==> src/rtl/fm_i2c_sequencer_if.sv <==
// Request/ack bus between the FM tuner init sequencer (master) and the write-only I2C controller (slave).
interface fm_i2c_sequencer_if;
   logic            en;
   logic [6:0]      addr;
   logic [1:0][7:0] wdata;
   logic            req;
   logic            ack;

   modport master (output en, output addr, output wdata, output req, input ack);
   modport slave  (input en, input addr, input wdata, input req, output ack);
endinterface

==> src/rtl/fm_i2c_sequencer.sv <==
// FM tuner I2C command sequencer: bit-rate enable generator plus init-table walker issuing 2-byte writes.
// Optional retune path (chan/tune ports, pending retune word) enabled by defining FM_I2C_RETUNE_EN.
module fm_i2c_sequencer #(
   parameter int unsigned             DIV         = 125,
   parameter logic [6:0]              DEV_ADDR    = 7'h10,
   parameter int unsigned             NUM_WORDS   = 4,
   parameter logic [NUM_WORDS*16-1:0] INIT_TABLE  = {16'h8881, 16'h0010, 16'hC00D, 16'hC003},
   parameter int unsigned             PWRUP_TICKS = 400,
   parameter int unsigned             GAP_TICKS   = 8
) (
   input  logic                clk,
   input  logic                reset,
   input  logic                start,
   output logic                busy,
   output logic                done,
   fm_i2c_sequencer_if.master  bus
`ifdef FM_I2C_RETUNE_EN
   ,
   input  logic [9:0]          chan,
   input  logic                tune
`endif
);

   localparam int unsigned      IDX_W     = (NUM_WORDS > 1) ? $clog2(NUM_WORDS) : 1;
   localparam logic [IDX_W-1:0] LAST_IDX  = IDX_W'(NUM_WORDS - 1);
   localparam logic [15:0]      LAST_DIV  = 16'(DIV - 1);
   localparam logic [16:0]      PWRUP_LIM = 17'(PWRUP_TICKS);
   localparam logic [16:0]      GAP_LIM   = 17'(GAP_TICKS);

   typedef enum logic [2:0] {
      S_IDLE,
      S_WAIT,
      S_LOAD,
      S_REQ,
      S_GAP
   } state_t;

   state_t           state, state_nx;
   logic [15:0]      pcnt;
   logic             en_i;
   logic [15:0]      tick, tick_nx;
   logic [IDX_W-1:0] idx, idx_nx;
   logic             req_r, req_nx;
   logic [15:0]      word, word_nx;
   logic             done_r, done_nx;
   logic             last_xfer;
   logic [16:0]      tick_inc;

`ifdef FM_I2C_RETUNE_EN
   logic             tx, tx_nx;
   logic             pend_valid, pend_valid_nx;
   logic [15:0]      pend_word, pend_word_nx;

   assign last_xfer = tx || (idx == LAST_IDX);
`else
   assign last_xfer = (idx == LAST_IDX);
`endif

   assign en_i      = (pcnt == LAST_DIV);
   assign tick_inc  = {1'b0, tick} + 17'd1;

   assign bus.en    = en_i;
   assign bus.addr  = DEV_ADDR;
   assign bus.wdata = word;
   assign bus.req   = req_r;
   assign done      = done_r;
   assign busy      = (state != S_IDLE);

   always_ff @(posedge clk) begin
      if (reset) begin
         pcnt       <= '0;
         state      <= S_IDLE;
         tick       <= '0;
         idx        <= '0;
         req_r      <= 1'b0;
         word       <= '0;
         done_r     <= 1'b0;
`ifdef FM_I2C_RETUNE_EN
         tx         <= 1'b0;
         pend_valid <= 1'b0;
         pend_word  <= '0;
`endif
      end else begin
         pcnt       <= en_i ? '0 : pcnt + 16'd1;
         state      <= state_nx;
         tick       <= tick_nx;
         idx        <= idx_nx;
         req_r      <= req_nx;
         word       <= word_nx;
         done_r     <= done_nx;
`ifdef FM_I2C_RETUNE_EN
         tx         <= tx_nx;
         pend_valid <= pend_valid_nx;
         pend_word  <= pend_word_nx;
`endif
      end
   end

   always_comb begin
      state_nx = state;
      tick_nx  = tick;
      idx_nx   = idx;
      req_nx   = req_r;
      word_nx  = word;
      done_nx  = 1'b0;
`ifdef FM_I2C_RETUNE_EN
      tx_nx         = tx;
      pend_valid_nx = pend_valid;
      pend_word_nx  = pend_word;
      // A new tune always wins over consumption of the previous pending word.
      if (tune) begin
         pend_valid_nx = 1'b1;
         pend_word_nx  = {chan, 6'b010000};
      end else if (state == S_LOAD && en_i && tx) begin
         pend_valid_nx = 1'b0;
      end
`endif
      unique case (state)
         S_IDLE: begin
            if (start) begin
               state_nx = S_WAIT;
               tick_nx  = '0;
            end
`ifdef FM_I2C_RETUNE_EN
            else if (tune) begin
               state_nx = S_LOAD;
               tx_nx    = 1'b1;
            end else if (pend_valid) begin
               state_nx = S_GAP;
               tick_nx  = '0;
               tx_nx    = 1'b1;
            end
`endif
         end
         S_WAIT: begin
            if (en_i) begin
               if (tick_inc >= PWRUP_LIM) begin
                  state_nx = S_LOAD;
                  tick_nx  = '0;
               end else begin
                  tick_nx  = tick_inc[15:0];
               end
            end
         end
         S_LOAD: begin
            if (en_i) begin
               word_nx  = INIT_TABLE[int'(idx)*16 +: 16];
`ifdef FM_I2C_RETUNE_EN
               if (tx) word_nx = pend_word;
`endif
               req_nx   = 1'b1;
               state_nx = S_REQ;
            end
         end
         S_REQ: begin
            if (en_i && bus.ack) begin
               req_nx = 1'b0;
               if (last_xfer) begin
                  done_nx  = 1'b1;
                  idx_nx   = '0;
                  state_nx = S_IDLE;
`ifdef FM_I2C_RETUNE_EN
                  tx_nx    = 1'b0;
`endif
               end else begin
                  idx_nx   = idx + IDX_W'(1);
                  tick_nx  = '0;
                  state_nx = S_GAP;
               end
            end
         end
         S_GAP: begin
            if (en_i) begin
               if (tick_inc >= GAP_LIM) begin
                  state_nx = S_LOAD;
                  tick_nx  = '0;
               end else begin
                  tick_nx  = tick_inc[15:0];
               end
            end
         end
         default: state_nx = S_IDLE;
      endcase
   end

endmodule

==> src/flat_wrapper.sv <==
// flat-port wrapper written by rule: the top's interface ports become plain ports
module fm_i2c_sequencer_flat 
#(
   parameter int unsigned             DIV         = 125,
   parameter logic [6:0]              DEV_ADDR    = 7'h10,
   parameter int unsigned             NUM_WORDS   = 4,
   parameter logic [NUM_WORDS*16-1:0] INIT_TABLE  = {16'h8881, 16'h0010, 16'hC00D, 16'hC003},
   parameter int unsigned             PWRUP_TICKS = 400,
   parameter int unsigned             GAP_TICKS   = 8
)
  (clk, reset, start, busy, done, bus_en, bus_addr, bus_wdata, bus_req, bus_ack);
  fm_i2c_sequencer_if bus_i ();
  input  logic clk;
  input  logic reset;
  input  logic start;
  output logic busy;
  output logic done;
  output wire logic [$bits(bus_i.en)-1:0] bus_en;
  output wire logic [$bits(bus_i.addr)-1:0] bus_addr;
  output wire logic [$bits(bus_i.wdata)-1:0] bus_wdata;
  output wire logic [$bits(bus_i.req)-1:0] bus_req;
  input wire logic [$bits(bus_i.ack)-1:0] bus_ack;
  assign bus_en = bus_i.en;
  assign bus_addr = bus_i.addr;
  assign bus_wdata = bus_i.wdata;
  assign bus_req = bus_i.req;
  assign bus_i.ack = bus_ack;
  fm_i2c_sequencer #(.DIV(DIV), .DEV_ADDR(DEV_ADDR), .NUM_WORDS(NUM_WORDS), .INIT_TABLE(INIT_TABLE), .PWRUP_TICKS(PWRUP_TICKS), .GAP_TICKS(GAP_TICKS)) u_core (.clk(clk), .reset(reset), .start(start), .busy(busy), .done(done), .bus(bus_i));
endmodule
==> config.mk <==
export PLATFORM = sky130hd
export DESIGN_NAME = fm_i2c_sequencer_flat
export DESIGN_NICKNAME = d
export VERILOG_FILES = /design/src/rtl/fm_i2c_sequencer_if.sv /design/src/rtl/fm_i2c_sequencer.sv /design/src/flat_wrapper.sv
export SDC_FILE = /design/constraint.sdc
export NUM_CORES = 1
export LEC_CHECK = 0
export CAP_MARGIN = 20
export CORE_MARGIN = 2
export CORE_UTILIZATION = 55
export CTS_BUF_LIST = sky130_fd_sc_hd__clkbuf_4
export CTS_CLUSTER_DIAMETER = 60
export DETAILED_ROUTE_END_ITERATION = 10
export GPL_ROUTABILITY_DRIVEN = 0
export GPL_TIMING_DRIVEN = 0
export PLACE_DENSITY = 0.85
export SYNTH_ARGS = -nofsm -noshare
export SYNTH_HDL_FRONTEND = slang
export SYNTH_SLANG_ARGS = --single-unit
==> constraint.sdc <==
create_clock -name clk -period 3.1 [get_ports clk]
set_clock_uncertainty 0.15 [all_clocks]
set_input_delay 0.31 -clock clk [delete_from_list [all_inputs] [get_ports clk]]
set_output_delay 0.31 -clock clk [all_outputs]
set_load 0.005 [all_outputs]
# == Word-level counts from Yosys, hierarchy flattened ==
# Index checks and enable logic that the tools add are counted.
# totals
ff_bits,55
input_bits,4
out_inout_bits,27
wordCells,63
# classes
addsub,3
order_cmp,2
eq_ne,14
shifts,1
muxes,22
n_bitwise,2
n_reduce_logical,12
# op_table
operator,n
$mux 16,7
$pmux 16 s4,1
$shiftx 64x7->16 const A,1
$mux 3,8
$add 16x1->17 const B,1
$ge 17x4->1 const B,1
$ge 17x9->1 const B,1
$add 16x1->16 const B,1
$eq 16x7->1 const B,1
$pmux 3 s5,1
$ne 2x1->1 const B,6
$reduce_and 7->1,1
$eq 3x2->1 const B,2
$reduce_and 6->1,1
$ne 2x2->1 const B,2
$reduce_and 2->1,2
$reduce_bool 4->1,1
$eq 3x1->1 const B,1
$eq 3x3->1 const B,1
$logic_not 3->1,1
$mux 1,3
$reduce_and 3->1,1
$reduce_bool 3->1,1
$reduce_or 3->1,1
8 further kinds,9

# == Longest topological paths before layout ==
# logic_depth
ltp_word,5
mapped_depth,10
ltp_nobuf,8

# == Worst setup path before layout ==
# Ideal clock, no wire load.
# synth_path
path_kind,flip-flop to flip-flop
startpoint,reg u_core.tick[0]
endpoint,reg u_core.tick[5]
setup_ns,0.074
arrival_time_ns,2.404
required_ns,2.876
slack_ns,0.471
path_stages_with_launch,10
n_path_buf,1
synth_period_minus_slack_ns,2.629
cell_sequence,dfxtp_1 > ha_1 > and3_1 > buf_6 > nor4_2 > a31oi_1 > o41ai_1 > nand4_2 > or4_1 > a31oi_1
# synth_between
elab_chain_len,5
elab_cells_between_ends,8
cone_classes,add/sub: 1; order compare: 2; mux: 5
# synth_rtl
element,line,rtl
"start, declared",fm_i2c_sequencer.sv:41,"logic [15:0] tick, tick_nx;"
"start signal, assigned",fm_i2c_sequencer.sv:86,tick <= tick_nx;
$add 16x1->17 *,fm_i2c_sequencer.sv:60,"assign tick_inc = {1'b0, tick} + 17'd1;"
$ge 17x4->1 or $ge 17x9->1 (tied branches),"fm_i2c_sequencer.sv:174, fm_i2c_sequencer.sv:137",
$mux 16 (on tied branches),"fm_i2c_sequencer.sv:174, fm_i2c_sequencer.sv:137",
$mux 16 (on tied branches),"fm_i2c_sequencer.sv:173, fm_i2c_sequencer.sv:136",
$pmux 16 s4 *,fm_i2c_sequencer.sv:118,unique case (state)
# Mark *: on every way between the ends. The rest lies on a longest branch, timed or not. The select of a mux whose other input is x is not followed.
# A chain may end at the register's enable or synchronous reset.

# == Final worst setup path ==
# Ends and elaborated chain as after synthesis.

==> out/qor.txt <==
Vias = 2075
CTS clk-pin slew, worst paths = 150 ps
HP Start = u_core.bus.req
Final Cycle Share = 93.05%
H-tree depth = 2
Dominant cells by area after synthesis = dfxtp_1, buf_4, nor2_1
Maximum clock path buffer count = 2
Hold path endpoint = u_core.bus.req
Critical Path End Type = register
Synthesized flop and latch total = 45
Total congestion overflow = 0
Flop-to-flop setup slack = 220 ps
Startpoint Class = register
Mapped Cells = 289
Final setup vio count = 0
CP Class = reg2reg
Leakage Power = 1.110 nW
Main synth FF type = dfxtp_1
Clock period minus final worst setup slack = 2885 ps
Number of synthesized flops with an enable pin = 0
Clock sinks = 45
PostCTS Resize Cnt = 0
Synth unique cells = 51
Final HPWL from detailed placement = 3469 µm
Worst endpoint required time = 3260 ps
Pwr dens = 472.7 nW/µm²
Row count = 24
First-pass GRT wire length = 8611 µm
Average wire per standard cell = 12.75 µm
Worst Reg2Reg Path Length in Cells = 9
Clk root buf = clkbuf_4
Initial Util = 56.31%
Synth warn = 0
F_max = 0.3467 GHz
Post-synthesis instance area = 2401 µm²
Yosys top cell by area = dfxtp_1
Critical Path Fanout Max = 8
IO Count = 31
Max Cap Viol = 0
Commonest non-fill, non-tap cell in the layout = dfxtp_1
Initial antenna violation count = 0
Drt first pass iters = 4
Routed WL = 4806 µm
Drt drc = 0
Unrepaired setup endpoints after global routing = false
Worst r2r src = u_core.tick[0]
Die area = 4910 µm²
DRT iter0 DRCs = 221
Crit path DAT = 3050 ps
Inst Count DP = 369
Slew @ Worst Pin = 751.8 ps
Worst R2R End = u_core.tick[5]
CTS tree = built
Worst skew pair latency = 380 ps
Worst vdd ir = 248.0 µV
Leading cell types in the layout, fill and taps excluded = dfxtp_1, nor2_1, nand2_1, buf_4, clkdlybuf4s50_1
Util after Layout = 64.29%
Hold Vio Cnt, Final = 0
Post-synthesis sequential area ratio = 37.52%
Worst setup startpoint = u_core.tick[0]
Die X = 70.07 µm
Core outline area = 4264 µm²
Post-layout net count = 337
Vias in the first global route = 1991
Post-place instance area = 2671 µm²
Port buffer count = 16
DRT antenna net count = 0
Setup TNS = 0 ps
Hold path cells = 2
Yosys top cell area share = 37.52%
GRT Total Usage = 21.39%
Setup bufs post-CTS = 0
Avg Vias per Cell = 5.504
Layout cells sized above 1 = 13.54%
Post-CTS Hold Fix Bufs = 0
Relative slew margins = 49.50%
Final Max Slew Viols = 0
Largest net degree at the start of global routing = 16
Hold WC Path Type = reg2reg
CTS Buf Count = 5
Final cell count without fillers = 377
Design Area, Final = 2741 µm²
Area Overhead vs Synth = 14.17%
Syn Area/Cell = 8.308 µm²
Synth async-reset ratio = 0%
Antenna cells = 0
Die Ht = 70.07 µm
Status = finished clean
==> per-stage QoR <==
| step | hold slack, ps | worst slack, ps | power (mW) |
|---|---|---|---|
| floorplan | 298.5 | 471.5 | 0.8999 |
| global placement | 292.5 | 201.3 | 0.9982 |
| detailed placement | 299.7 | 151.4 | 1.001 |
| CTS | 322.9 | 128.4 | 1.294 |
| global route | 359.0 | 75.83 | 1.371 |
| finish | 325.1 | 215.4 | 1.296 |
==> cell type report <==
class,count,area [µm²]
tap,52,65.06
clock buffer,5,37.54
multi-input combinational,218,1328
clock inverter,3,21.27
inverter,9,33.78
sequential,45,903.4
timing repair buffer,16,160.2
buffer,29,192.7
fill,363,1523
==> routing by layer <==
| metal | vias to the layer above | track usage (%) | wire length (µm) |
|---|---|---|---|
| met5 | - | 0 | 0 |
| met4 | 0 | 8.547 | 96 |
| met3 | 10 | 4.906 | 161 |
| met2 | 40 | 35.45 | 2360 |
| met1 | 962 | 26.90 | 2188 |
| li1 | 1063 | - | - |
==> worst max path at each step <==
stage,end,slack (ps),depth (start not counted)
after global routing,u_core.tick[5],80,9
after CTS,u_core.tick[5],130,9
after global placement,u_core.tick[4],200,9
after floorplan,u_core.tick[5],470,9
final,u_core.tick[5],220,9
after detailed placement,u_core.tick[6],150,9
==> registers in the layout (all words and copies together) (netlist names) <==
| signal | flops |
|---|---|
| u_core.done | 1 |
| u_core.tick | 16 |
| u_core.bus.req | 1 |
| u_core.bus.wdata | 6 |
| u_core.state | 3 |
| u_core.pcnt | 16 |
| u_core.idx | 2 |
==> cells by family (layout without fill, tap and decap cells) <==
group | count (synthesis) | after routing | share of synthesized area, %
AOI/OAI and AO/OA | 45 | 45 | 11.78
xor gates and xnor gates | 12 | 12 | 4.377
adders and majority gates | 9 | 9 | 4.690
buffers and inverters | 38 | 62 | 9.432
DFF | 45 | 45 | 37.52
muxes | 6 | 6 | 2.501
other | 2 | 14 | 0.3128
and+or+nand+nor | 132 | 132 | 29.39
==> Yosys cell counts, types with 2 or more instances <==
library cell,n
or2_2,3
nand2b_1,4
nand4_1,9
nor2_1,32
nand3_1,15
nor4_1,4
or3_1,9
a21oi_1,15
nor3b_1,2
nand3b_1,2
xor2_1,10
xnor2_1,2
o31ai_1,2
and3_1,9
nand2_1,21
conb_1,2
nor3_1,6
ha_1,9
nor2b_1,2
a31oi_1,2
dfxtp_1,45
mux2i_1,6
or4_1,4
clkbuf_1,7
a31o_2,2
buf_4,20
inv_1,9
and4_1,3
o21ai_0,11
==> where the power goes <==
group | internal [mW] | switching, mW | leakage (nW)
clock | 0.0899 | 0.203 | 0.0316
sequential | 0.598 | 0.0311 | 0.364
combinational | 0.142 | 0.232 | 0.714
==> worst max-delay path, stage by stage, from the launching register on <==
cell and delay (ps):
dfxtp_2 430, ha_1 240, and3_1 190, buf_6 130
a21oi_2 60, or4_1 470, o311ai_1 150, nand4_2 270
or4_1 560, a31oi_1 160
(Power assumes the default switching activity.)
